`config.mk`:
```
export PLATFORM = sky130hd
export DESIGN_NAME = im_port_arbiter
export DESIGN_NICKNAME = d
export VERILOG_FILES = /design/src/rtl/im_port_arbiter.sv
export SDC_FILE = /design/constraint.sdc
export NUM_CORES = 1
export LEC_CHECK = 0
export ABC_AREA = 1
export BUFFER_PORTS_ARGS = -buffer_cell sky130_fd_sc_hd__buf_2
export CAP_MARGIN = 10
export CORE_ASPECT_RATIO = 1.75
export CORE_UTILIZATION = 45
export DETAILED_ROUTE_END_ITERATION = 16
export PLACE_DENSITY = 0.91
export SLEW_MARGIN = 20
export SYNTH_ARGS = -nofsm -noshare
export SYNTH_HDL_FRONTEND = slang
export SYNTH_SLANG_ARGS = --single-unit
```
`constraint.sdc`:
```
create_clock -name clk -period 6 [get_ports clk]
set_clock_uncertainty 0.2 [all_clocks]
set_input_delay 1.2 -clock clk [delete_from_list [all_inputs] [get_ports clk]]
set_output_delay 1.2 -clock clk [all_outputs]
set_load 0.05 [all_outputs]
```
`src/rtl/im_port_arbiter.sv`:
```
// Arbitrates the single image-memory SRAM port between the frame copy engine (r0) and the
// clock-overlay renderer (r1). Define IM_ARB_FIXED_PRIO_EN for fixed r0 priority with preemption.
module im_port_arbiter #(
  parameter int unsigned AW        = 20,
  parameter int unsigned DW        = 24,
  parameter int unsigned MAX_BURST = 16
) (
  input  logic          clk,
  input  logic          reset,
  input  logic          r0_req,
  input  logic          r0_we,
  input  logic [AW-1:0] r0_addr,
  input  logic [DW-1:0] r0_wdata,
  output logic          r0_gnt,
  output logic          r0_rvalid,
  input  logic          r1_req,
  input  logic          r1_we,
  input  logic [AW-1:0] r1_addr,
  input  logic [DW-1:0] r1_wdata,
  output logic          r1_gnt,
  output logic          r1_rvalid,
  output logic [DW-1:0] rd_data,
  input  logic [DW-1:0] IM_Q,
  output logic [AW-1:0] IM_A,
  output logic [DW-1:0] IM_D,
  output logic          IM_WEN
);

`ifdef IM_ARB_FIXED_PRIO_EN
  localparam bit FixedPrio = 1'b1;
`else
  localparam bit FixedPrio = 1'b0;
`endif

  localparam int unsigned CW = $clog2(MAX_BURST);
  localparam logic [CW-1:0] LastCnt = CW'(MAX_BURST - 1);

  typedef enum logic [1:0] {StIdle, StOwn0, StOwn1} state_e;

  state_e        state_q, state_d;
  logic [CW-1:0] cnt_q, cnt_d;
  logic          rr_q, rr_d;  // 1: r1 wins the next contended idle grant

  logic          acc0, acc1;
  logic [AW-1:0] im_a_q;
  logic [DW-1:0] im_d_q;
  logic          im_wen_q;
  logic          tag1_vld_q, tag1_id_q, tag2_vld_q, tag2_id_q;

  assign acc0 = r0_req & r0_gnt;
  assign acc1 = r1_req & r1_gnt;

  // State register
  always_ff @(posedge clk or negedge reset) begin
    if (!reset) begin
      state_q <= StIdle;
      cnt_q   <= '0;
      rr_q    <= 1'b0;
    end else begin
      state_q <= state_d;
      cnt_q   <= cnt_d;
      rr_q    <= rr_d;
    end
  end

  // Next-state logic
  always_comb begin
    state_d = state_q;
    cnt_d   = cnt_q;
    rr_d    = rr_q;
    unique case (state_q)
      StIdle: begin
        if (r0_req && (!r1_req || !rr_q || FixedPrio)) state_d = StOwn0;
        else if (r1_req)                               state_d = StOwn1;
      end
      StOwn0: begin
        if (!r0_req) begin
          state_d = r1_req ? StOwn1 : StIdle;
        end else if (cnt_q == LastCnt) begin
          cnt_d = '0;
          if (r1_req && !FixedPrio) state_d = StOwn1;
        end else begin
          cnt_d = cnt_q + 1'b1;
        end
      end
      StOwn1: begin
        if (FixedPrio && r0_req) begin
          state_d = StOwn0;
        end else if (!r1_req) begin
          state_d = r0_req ? StOwn0 : StIdle;
        end else if (cnt_q == LastCnt) begin
          cnt_d = '0;
          if (r0_req) state_d = StOwn0;
        end else begin
          cnt_d = cnt_q + 1'b1;
        end
      end
      default: state_d = StIdle;
    endcase
    // Every grant change restarts the burst and points rr at the side that just lost out.
    if (state_d != state_q) begin
      cnt_d = '0;
      if (state_d == StOwn0)      rr_d = 1'b1;
      else if (state_d == StOwn1) rr_d = 1'b0;
    end
  end

  // Outputs
  always_comb begin
    r0_gnt    = (state_q == StOwn0);
    r1_gnt    = (state_q == StOwn1);
    r0_rvalid = tag2_vld_q & ~tag2_id_q;
    r1_rvalid = tag2_vld_q & tag2_id_q;
    rd_data   = IM_Q;
    IM_A      = im_a_q;
    IM_D      = im_d_q;
    IM_WEN    = im_wen_q;
  end

  // SRAM command register and read-return tag pipeline
  always_ff @(posedge clk or negedge reset) begin
    if (!reset) begin
      im_a_q     <= '0;
      im_d_q     <= '0;
      im_wen_q   <= 1'b1;
      tag1_vld_q <= 1'b0;
      tag1_id_q  <= 1'b0;
      tag2_vld_q <= 1'b0;
      tag2_id_q  <= 1'b0;
    end else begin
      im_wen_q   <= 1'b1;
      tag1_vld_q <= 1'b0;
      if (acc0) begin
        im_a_q     <= r0_addr;
        im_d_q     <= r0_wdata;
        im_wen_q   <= ~r0_we;
        tag1_vld_q <= ~r0_we;
        tag1_id_q  <= 1'b0;
      end else if (acc1) begin
        im_a_q     <= r1_addr;
        im_d_q     <= r1_wdata;
        im_wen_q   <= ~r1_we;
        tag1_vld_q <= ~r1_we;
        tag1_id_q  <= 1'b1;
      end
      tag2_vld_q <= tag1_vld_q;
      tag2_id_q  <= tag1_id_q;
    end
  end

endmodule

```
* After elaboration in Yosys (flattened, before gate mapping) *
Index checks and enable logic that the tools add are counted.

storage, ports and cells
  flip-flop bits (word level) = 56
  input port bits = 118
  word-level logic and storage cells = 63
  output and inout port bits = 73

operators by class
  $add $sub $neg = 1
  reductions and logical operators = 10
  multiplexer cells = 27
  equality and inequality tests = 8
  bitwise operators = 7

operator list
  kind                                                   count
  two-way mux 24 bit                                     2
  two-way mux 20 bit                                     2
  two-way mux 2 bit                                      8
  two-way mux 4 bit                                      4
  two-way mux 1 bit                                      9
  case mux 4 bit (2 select lines)                        1
  inequality test 3 x 2 -> 1 bit, second input constant  2
  case mux 2 bit (3 select lines)                        1
  adder 4 x 1 -> 4 bit, second input constant            1
  AND 1 bit                                              4
  == test 2 x 1 -> 1 bit, second input constant          2
  == test 2 bit, second input constant                   2
  == test 4 bit, second input constant                   1
  nonzero test 2 bit                                     2
  NOT 1 bit                                              3
  AND reduction 3 bit                                    1
  nonzero test 3 bit                                     1
  zero test 1 bit                                        2
  zero test 2 bit                                        1
  inequality test 2 bit                                  1
  AND reduction 2 bit                                    1
  logical AND 1 bit                                      1
  logical OR 1 bit                                       1

* Depth between registers and ports, before layout *
  depth after elaboration = 8
  mapped depth = 15
  mapped depth without buffers = 15

* Worst setup path after synthesis *
No wires, ideal clock.

  kind = in2out
  start = input IM_Q[0]
  end = output rd_data[0]
  path buffers = 1
  data arrival time = 1.370 ns
  path slack = 3.230 ns
  required time = 4.600 ns
  stages = 1
  path through = buf_4

RTL lines
  element      RTL line  RTL
  from (decl)  23        input logic [DW-1:0] IM_Q,
  to (decl)    22        output logic [DW-1:0] rd_data,

No word-level cell between the ends.

* Worst setup path after layout *
  start = input r1_req
  end = register im_a_q[16], in the netlist IM_A[16]

on the way
  word-level cells in the longest chain between the ends = 2

ends and longest elaborated chain
  element                       RTL line  RTL
  from (decl)                   16        input logic r1_req,
  AND 1 bit                     51        assign acc1 = r1_req & r1_gnt;
  nonzero test 2 bit (no line)  n/a
  to (signal assigned)          134       im_a_q <= r0_addr;
  to (signal assigned)          140       im_a_q <= r1_addr;
  to (decl)                     45        logic [AW-1:0] im_a_q;

No other way between the ends.
A chain may end at the register's enable or synchronous reset.

==> impl_results.md <==
* Slew @ Worst Pin at 0.8899 ns
* Critical Path Start: r1_req
* Hold Path Sink: tag2_vld_q
* Number of synthesized register bits at 56
* Vias in the first global route at 2808
* Reg2reg end: IM_A[16]
* CTS buffer count at 5
* Setup Viol. Count Final at 0
* Hold_sp: tag1_vld_q
* Worst path arrival time at 3.09 ns
* Largest cells by area after synthesis: dfrtp_1 (46%), o21ai_0 (15%), nand3_1 (8.8%)
* H-Tree Depth at 2
* Cell Area, Synth at 2973 sq um
* Peak VDD IR at 0.3277 mV
* RSZ-0062 raised after global routing: false
* Via density per instance at 5.233
* First-pass GRT wire length at 12690 um
* Hold_buf cts at 0
* Site Rows at 38
* Top-area cell type share of the netlist area at 46.30%
* Layout Utilization at 57.48%
* Final WL at 7874 um
* Crit Path Class: primary input to register
* Die Width at 63.44 um
* FMAX at 0.3264 GHz
* CTS Root Cell: clkbuf_8
* Setup_tns at 0 ns
* Critical path capture point type: register
* DRC at 0
* CP Launch Type: primary input
* Total number of yosys warnings at 0
* Worst endpoint required time at 6.03 ns
* Hold Vio Cnt, Final at 0
* Post-detail-place hpwl at 5547 um
* Initial antenna violation count at 0
* Final min period at 3.064 ns
* Mapped Nets at 496
* Worst Path Max Fanout at 48
* CTS sink cnt at 56
* Max cap viols at 0
* Clk Latency, worst-skew pair at 0.31 ns
* Worst-case reg-to-reg path depth at 6
* Final hold slack at 0.1600 ns
* IO buf count at 142
* Drt wl/cell at 14.14 um
* DR pass1 iterations at 4
* Nets at 601
* Core Region at 6276 sq um
* Largest net degree at the start of global routing at 96
* Clk buf depth at 2
* Syn_area_per_cell at 7.992 sq um
* Rel. slew slack at 40.46%
* Diode count at 0
* Hold WC Path Type: register to register
* Total die area at 6948 sq um
* Iter 0 DRT Violations at 207
* Yosys cell types at 22
* Gpl congestion at 0.8164
* Commonest cells after routing, fill and taps aside: buf_2 (142), o21ai_0 (89), nor2_1 (56), dfrtp_1 (55), nand3_1 (52)
* Post_cts resized at 0
* R2r startpoint: state_q[0]
* PwrDens at 581.5 nW/um^2
* Post-CTS setup buffers at 0
* Yosys top cell by area: dfrtp_1
* Most common cell after layout, fill and taps aside: buf_2
* R2R setup slack at 3.16 ns
* Sequential fraction of the synthesis area at 47.18%
* Synth-to-Final Area Change at 21.34%
* Post-Synthesis Cells at 372
* Vias at 2915
* CTS tree: built
* Placed cell area at 3527 sq um
* Top Ports at 191
* Hold Path Cell Cnt at 0
* Layout cells sized above 1 at 34.17%
* Outcome: complete, no violations
* Initial Utilization at 47.37%
* Worst-path clk slew at 0.10 ns
* Aggregate global-route resource usage at 23.29%
* Final Instance Area at 3607 sq um
* Routed Antenna Nets at 0
* Static Leak at 1.880 nW
* Fin crit share at 51.06%
* Congestion Overflow GR at 0
* Die Y-Extent at 109.5 um
* Final Max Tran Viols at 0
==> state kept, by name, indices dropped and copies added (netlist names) <==
| register | count |
|---|---|
| IM_D | 24 |
| tag2_id_q | 1 |
| rr_q | 1 |
| cnt_q | 4 |
| state_q | 2 |
| tag1_id_q | 1 |
| IM_WEN | 1 |
| IM_A | 20 |
| tag2_vld_q | 1 |
| tag1_vld_q | 1 |
==> synth_stat cells <==
| cell | count |
|---|---|
| clkbuf_1 | 10 |
| buf_4 | 24 |
| nor3_2 | 1 |
| buf_2 | 12 |
| xor2_1 | 1 |
| buf_1 | 1 |
| nand2_1 | 26 |
| o21ai_0 | 89 |
| nand2_2 | 6 |
| inv_1 | 19 |
| nand4_1 | 1 |
| nor3_1 | 1 |
| dfrtp_1 | 55 |
| a21oi_1 | 3 |
| nand2_4 | 1 |
| nor2_2 | 1 |
| o21ai_1 | 5 |
| clkinv_1 | 1 |
| ha_1 | 6 |
| nor2_1 | 56 |
| dfstp_2 | 1 |
| nand3_1 | 52 |
==> layout make-up <==
cell class              instances  area [sq um]
multi-input cells             249          1219
flip-flops and latches         56          1403
well taps                      80         100.1
inverters                      20         75.07
clock inverters                 1         5.005
clock buffers                   6         72.57
repair buffers                145         733.2
fillers                       626          2669
==> metal layers <==
layer / GRT usage, % / part of all wire, % / vias to the layer above
met3: 4.357 / 4.7 / 35
li1: - / - / 1414
met4: 13.15 / 3.6 / 0
met1: 25.05 / 38 / 1359
met5: 0 / 0 / -
met2: 42.17 / 54 / 107
==> per-stage QoR <==
step	power (mW)	worst slack, ns	instances
detailed placement	1.912	2.157	550
finish	2.097	2.936	557
global placement	1.876	2.319	550
global route	2.245	2.686	557
floorplan	1.646	3.230	372
CTS	2.110	2.490	557
==> report_power, final <==
part           leakage, nW  internal, mW  switching, mW
clock               0.0410        0.0798          0.116
sequential           0.701         0.546         0.0974
combinational         1.14         0.307          0.951
total                 1.88         0.933           1.16
==> how the worst max path moves through the flow <==
stage | end | slack (ns) | cells past startpoint
2_1_floorplan | rd_data[0] | 3.23 | 1
6_report | IM_A[16] | 2.94 | 5
4_1_cts | IM_A[16] | 2.49 | 5
3_3_place_gp | IM_D[0] | 2.32 | 5
3_5_place_dp | IM_A[16] | 2.16 | 5
5_1_grt | IM_D[11] | 2.69 | 5
==> critical path, cell delays in order <==
cell     delay (ns)
buf_2          0.14
nand2_2        0.52
nand2_2        0.78
o21ai_0        0.21
o21ai_0        0.21
==> logic make-up (layout without fill, tap and decap cells) <==
kind of cell | after synthesis | count (layout) | share of synthesized area [%]
AOI/OAI and AO/OA | 97 | 97 | 16.33
xor gates and xnor gates | 1 | 1 | 0.2947
DFF | 56 | 56 | 47.18
and+or+nand+nor | 145 | 145 | 21.68
buffers and inverters | 67 | 172 | 11.99
adders and majority gates | 6 | 6 | 2.525
(Power assumes the default switching activity.)
